**src/rtl/flash_pkg.sv**
```systemverilog
// Shared encodings for the flash command controller: FSM states, SPI opcodes
// and the cmd_op selector codes, plus small lookup helpers.
package flash_pkg;

    typedef enum logic [2:0] {
        ST_IDLE = 3'd0,
        ST_CMD  = 3'd1,
        ST_ADDR = 3'd2,
        ST_DATA = 3'd3,
        ST_GAP  = 3'd4
    } state_t;

    localparam logic [1:0] OP_READ         = 2'd0;
    localparam logic [1:0] OP_READ_ID      = 2'd1;
    localparam logic [1:0] OP_READ_STATUS  = 2'd2;
    localparam logic [1:0] OP_WRITE_ENABLE = 2'd3;

    localparam logic [7:0] OPC_READ         = 8'h03;
    localparam logic [7:0] OPC_READ_ID      = 8'h9F;
    localparam logic [7:0] OPC_READ_STATUS  = 8'h05;
    localparam logic [7:0] OPC_WRITE_ENABLE = 8'h06;

    localparam logic [7:0] DUMMY_BYTE = 8'hFF;

    function automatic logic [7:0] opcode_of(input logic [1:0] op);
        logic [7:0] opc;
        case (op)
            OP_READ:        opc = OPC_READ;
            OP_READ_ID:     opc = OPC_READ_ID;
            OP_READ_STATUS: opc = OPC_READ_STATUS;
            default:        opc = OPC_WRITE_ENABLE;
        endcase
        return opc;
    endfunction

    // Number of data-phase bytes; len==0 encodes a full 256-byte read.
    function automatic logic [8:0] data_target(input logic [1:0] op, input logic [7:0] len);
        logic [8:0] tgt;
        case (op)
            OP_READ:        tgt = (len == 8'd0) ? 9'd256 : {1'b0, len};
            OP_READ_ID:     tgt = 9'd3;
            OP_READ_STATUS: tgt = 9'd1;
            default:        tgt = 9'd0;
        endcase
        return tgt;
    endfunction

endpackage

```
**src/rtl/flash_cmd_ctrl.sv**
```systemverilog
// Flash command sequencer: drives opcode, address and dummy bytes to an SPI
// byte engine, returns received data bytes, and enforces a chip-select gap.
module flash_cmd_ctrl
    import flash_pkg::*;
#(
    parameter int GAP_CYCLES = 8
) (
    input  logic        sys_clk,
    input  logic        rst_n,
    input  logic        cmd_start,
    input  logic [1:0]  cmd_op,
    input  logic [23:0] addr,
    input  logic [7:0]  len,
    output logic        cmd_busy,
    output logic        cmd_done,
    output logic [7:0]  rd_data,
    output logic        rd_valid,
    output logic        nCS_ctrl,
    output logic        wr_req,
    output logic [7:0]  data_in,
    input  logic        wr_ack,
    input  logic [7:0]  data_recv
);

    localparam int              GAP_W    = (GAP_CYCLES > 1) ? $clog2(GAP_CYCLES) : 1;
    localparam logic [GAP_W-1:0] GAP_LAST = GAP_W'(GAP_CYCLES - 1);

    state_t           state_reg;
    logic [1:0]       op_reg;
    logic [23:0]      addr_reg;
    logic [8:0]       target_reg;
    logic [8:0]       byte_cnt_reg;
    logic [GAP_W-1:0] gap_cnt_reg;

    always_ff @(posedge sys_clk) begin
        if (!rst_n) begin
            state_reg    <= ST_IDLE;
            op_reg       <= OP_READ;
            addr_reg     <= 24'd0;
            target_reg   <= 9'd0;
            byte_cnt_reg <= 9'd0;
            gap_cnt_reg  <= '0;
            cmd_busy     <= 1'b0;
            cmd_done     <= 1'b0;
            rd_data      <= 8'h00;
            rd_valid     <= 1'b0;
            nCS_ctrl     <= 1'b1;
            wr_req       <= 1'b0;
            data_in      <= 8'h00;
        end else begin
            rd_valid <= 1'b0;
            cmd_done <= 1'b0;
            case (state_reg)
                ST_IDLE: begin
                    if (cmd_start) begin
                        op_reg       <= cmd_op;
                        addr_reg     <= addr;
                        target_reg   <= data_target(cmd_op, len);
                        byte_cnt_reg <= 9'd0;
                        nCS_ctrl     <= 1'b0;
                        wr_req       <= 1'b1;
                        data_in      <= opcode_of(cmd_op);
                        cmd_busy     <= 1'b1;
                        state_reg    <= ST_CMD;
                    end
                end
                ST_CMD: begin
                    if (wr_ack) begin
                        byte_cnt_reg <= 9'd0;
                        case (op_reg)
                            OP_READ: begin
                                data_in   <= addr_reg[23:16];
                                state_reg <= ST_ADDR;
                            end
                            OP_WRITE_ENABLE: begin
                                nCS_ctrl    <= 1'b1;
                                wr_req      <= 1'b0;
                                data_in     <= 8'h00;
                                gap_cnt_reg <= '0;
                                state_reg   <= ST_GAP;
                            end
                            default: begin
                                wr_req    <= 1'b0;
                                data_in   <= DUMMY_BYTE;
                                state_reg <= ST_DATA;
                            end
                        endcase
                    end
                end
                ST_ADDR: begin
                    if (wr_ack) begin
                        if (byte_cnt_reg == 9'd2) begin
                            byte_cnt_reg <= 9'd0;
                            wr_req       <= 1'b0;
                            data_in      <= DUMMY_BYTE;
                            state_reg    <= ST_DATA;
                        end else begin
                            byte_cnt_reg <= byte_cnt_reg + 9'd1;
                            data_in      <= (byte_cnt_reg == 9'd0) ? addr_reg[15:8] : addr_reg[7:0];
                        end
                    end
                end
                ST_DATA: begin
                    if (wr_ack) begin
                        rd_data  <= data_recv;
                        rd_valid <= 1'b1;
                        // 9-bit compare so a 256-byte read terminates on count 255
                        if (byte_cnt_reg == target_reg - 9'd1) begin
                            byte_cnt_reg <= 9'd0;
                            nCS_ctrl     <= 1'b1;
                            data_in      <= 8'h00;
                            gap_cnt_reg  <= '0;
                            state_reg    <= ST_GAP;
                        end else begin
                            byte_cnt_reg <= byte_cnt_reg + 9'd1;
                        end
                    end
                end
                ST_GAP: begin
                    if (gap_cnt_reg == GAP_LAST) begin
                        gap_cnt_reg <= '0;
                        cmd_busy    <= 1'b0;
                        cmd_done    <= 1'b1;
                        state_reg   <= ST_IDLE;
                    end else begin
                        gap_cnt_reg <= gap_cnt_reg + 1'b1;
                    end
                end
                default: begin
                    nCS_ctrl  <= 1'b1;
                    wr_req    <= 1'b0;
                    cmd_busy  <= 1'b0;
                    state_reg <= ST_IDLE;
                end
            endcase
        end
    end

endmodule
```
**config.mk**
```make
export PLATFORM = sky130hd
export DESIGN_NAME = flash_cmd_ctrl
export DESIGN_NICKNAME = d
export VERILOG_FILES = /design/src/rtl/flash_pkg.sv /design/src/rtl/flash_cmd_ctrl.sv
export SDC_FILE = /design/constraint.sdc
export NUM_CORES = 1
export LEC_CHECK = 0
export CORE_MARGIN = 4
export CORE_UTILIZATION = 53
export CTS_CLUSTER_DIAMETER = 120
export DETAILED_ROUTE_END_ITERATION = 16
export HOLD_SLACK_MARGIN = 0.06
export PLACE_DENSITY_LB_ADDON = 0.25
export SYNTH_ARGS = -nofsm -noshare
export SYNTH_HDL_FRONTEND = slang
export SYNTH_SLANG_ARGS = --single-unit
```
**constraint.sdc**
```tcl
create_clock -name sys_clk -period 2.9 [get_ports sys_clk]
set_clock_uncertainty 0.2 [all_clocks]
set_input_delay 0.435 -clock sys_clk [delete_from_list [all_inputs] [get_ports sys_clk]]
set_output_delay 0.435 -clock sys_clk [all_outputs]
set_load 0.05 [all_outputs]
```
==> flow_summary.toml <==
[outcome]
status = "finished clean"

[yosys]
yosysUniqueCellTypes = 50
synth_area_sq_um = 3820
synthFlopType = "dfxtp_1"
synth_warnings = 0
ys_top_cells_by_area = "dfxtp_1, nand2_1, a21oi_1"
yosysSeqAreaShare_pct = 37.2
synth_top_area_cell = "dfxtp_1"
synth_top_area_share_pct = 37.2
synth_seq_cells = 71
synth_enable_flop_cells = 0
synthArstFlopShare_pct = 0
postSynthCellCount = 505
avgSynthCellArea_sq_um = 7.56
synth_nets = 565

[sta]
worst_pin_slew_ps = 712
period_share_pct = 93.8
tns_ps = 0
setup_violations = 0
finalMaxSlewViolations = 0
hold_viol_final = 0
rsz0062_at_grt = "no"
timing.slew.headroom_pct = 52.4
fin_crit_ps = 2720
fmax_mhz = 368

[floorplanning]
dieArea_sq_um = 8630
start_util_pct = 55.3
io_pins = 67
die_width_um = 92.9
fp-row-count = 30
die_h_um = 92.9
core_sq_um = 6910

[drt]
drt-total-wl_mm = 9.76
wl_per_cell_um = 14.7
drc = 0
antenna_left = 0
viasPerCell = 5.64
first_iter_violations = 276
firstDrtPassIters = 5
num_vias = 3735

[global_route]
antenna_found_initial = 0
grt_pass1_wl_mm = 15.9
grt_max_degree = 51
grt_overflow_total = 0
first_global_vias = 3442
track_usage_pct = 22.8

[clock_network]
insertion_delay_ps = 340
cts_tree = "yes"
postCtsSetupBuffers = 0
ctsLongestPathBuffers = 2
cts-buffers-inserted = 9
ctsResizeCount = 0
htreeDepth = 3
cts_hold_buf = 0
cts-root-buf = "clkbuf_8"
cts.clk_slew.worst_paths_ps = 80
clock_sinks = 71

[layout]
fin_cells = 662
layout-area-overhead-vs-synth_pct = 23.6
layout.nets = 622
drive_above_1_share_pct = 7.07
diodes = 0
largest_reg_flops = 24

[run]
maxCapViolCount = 0

[worst_hold_path]
hp-class = "flip-flop to flip-flop"

[setup_path]
cp.required_ps = 2970
worst-path-max-fanout = 8
arrival_ps = 2790
critPathSlowestCell = "nor4_2"
path_delay_family = "compound AO/OA/AOI/OAI gates"
slowest_delay_ps = 540
start_kind = "flip-flop"
end_kind = "flip-flop"
path_buf_inv = 0
cp_cell_sequence = "nor4_2 -> o211ai_1 -> a211o_1 -> o2111ai_2 -> a21o_1 -> mux2i_1"
crit_type = "flip-flop to flip-flop"

[power_and_ir_drop]
vdd_drop_max_mv = 0.313
cellLeakagePower_nw = 1.79
power.density_nw_per_um2 = 698

[placement]
dpl.hpwl_mm = 7.31
port-buffer-count = 66
post-place-cells = 647
routabilityCongestion = 0.894
## cell type report
cell class | count | area, sq um
well taps | 96 | 120
clock buffers | 11 | 141
clock inverters | 4 | 22.5
flip-flops and latches | 71 | 1420
fillers | 598 | 2180
repair buffers | 79 | 758
multi-input cells | 378 | 2170
inverters | 23 | 86.3
## metrics by stage
stage	area, sq um	setup slack (ps)	utilization [%]	power [W]	hold slack (ps)
2_1_floorplan	3820	471	-	0.00223	233
3_3_place_gp	4560	357	66.0	0.00258	242
3_5_place_dp	4560	199	66.0	0.00261	248
4_1_cts	4720	192	68.4	0.00328	256
5_1_grt	4720	18.6	68.4	0.00348	277
6_report	4720	181	68.4	0.00330	258
## synthesized netlist by cell type (3+ instances only)
cell	number
a211oi_1	5
a21oi_1	63
a31oi_1	3
and2_1	4
clkbuf_1	29
dfxtp_1	71
ha_1	14
inv_1	22
mux2_2	3
mux2i_1	8
nand2_1	118
nand3_1	19
nand4_1	3
nand4b_1	3
nor2_1	25
nor2b_1	9
nor3_1	15
o2111ai_1	4
o211ai_1	6
o21a_1	3
o21ai_0	16
o221ai_1	9
o31ai_1	4
xnor2_1	7
xor2_1	5
## metal layers
metal	vias up	track usage, %	share of wire [%]
met3	19	4.87	6.6
met4	0	9.28	2.1
li1	1862	-	-
met1	1704	30.4	45
met5	-	0	0
met2	150	35.8	46
## path summary, 6_finish.rpt
kind / slack, ps / endpoint / startpoint / cells after the start
setup / recovery: 180 / data_in[4] / target_reg[2] / 6
hold / removal: 260 / addr_reg[7] / addr_reg[7] / 2
setup reg to reg: 180 / data_in[4] / target_reg[2] / 6
hold reg to reg: 260 / addr_reg[7] / addr_reg[7] / 2
## cell families (layout without fill, tap and decap cells)
logic type                 Yosys count  in the layout  share of synthesized area, %
muxes                               11             11                          2.98
and+or+nand+nor                    214            214                          26.0
DFF                                 71             71                          37.2
xor gates and xnor gates            12             12                          2.75
adders and majority gates           14             14                          4.59
AOI/OAI and AO/OA                  127            127                          20.5
buffers and inverters               56            117                          5.96
## worst min-delay path: cells and delay by family (launching register included)
| family | cells | cell delay, ps |
|---|---|---|
| compound gates | 1 | 50 |
| flops | 1 | 310 |
| simple gates | 1 | 50 |
## power breakdown
group | leakage, nW | switching [W] | internal [W]
clock network | 0.0850 | 0.000359 | 0.000325
registers | 0.579 | 0.000136 | 0.00112
logic | 1.13 | 0.000847 | 0.000511
## placed cells by master, fill, tap and decap left out, drive strengths merged, types with 6 or more instances in the layout
cell / synthesis / final
xnor2: 7 / 7
a21oi: 63 / 63
nand3: 19 / 19
ha: 14 / 14
nor2: 25 / 25
clkdlybuf4s50: 0 / 66
o21ai: 18 / 18
o211ai: 6 / 6
nor2b: 9 / 9
nor3: 15 / 15
nand2: 118 / 118
mux2i: 8 / 8
o221ai: 9 / 9
buf: 4 / 13
inv: 22 / 22
clkbuf: 29 / 11
dfxtp: 71 / 71
(Power assumes the default switching activity.)
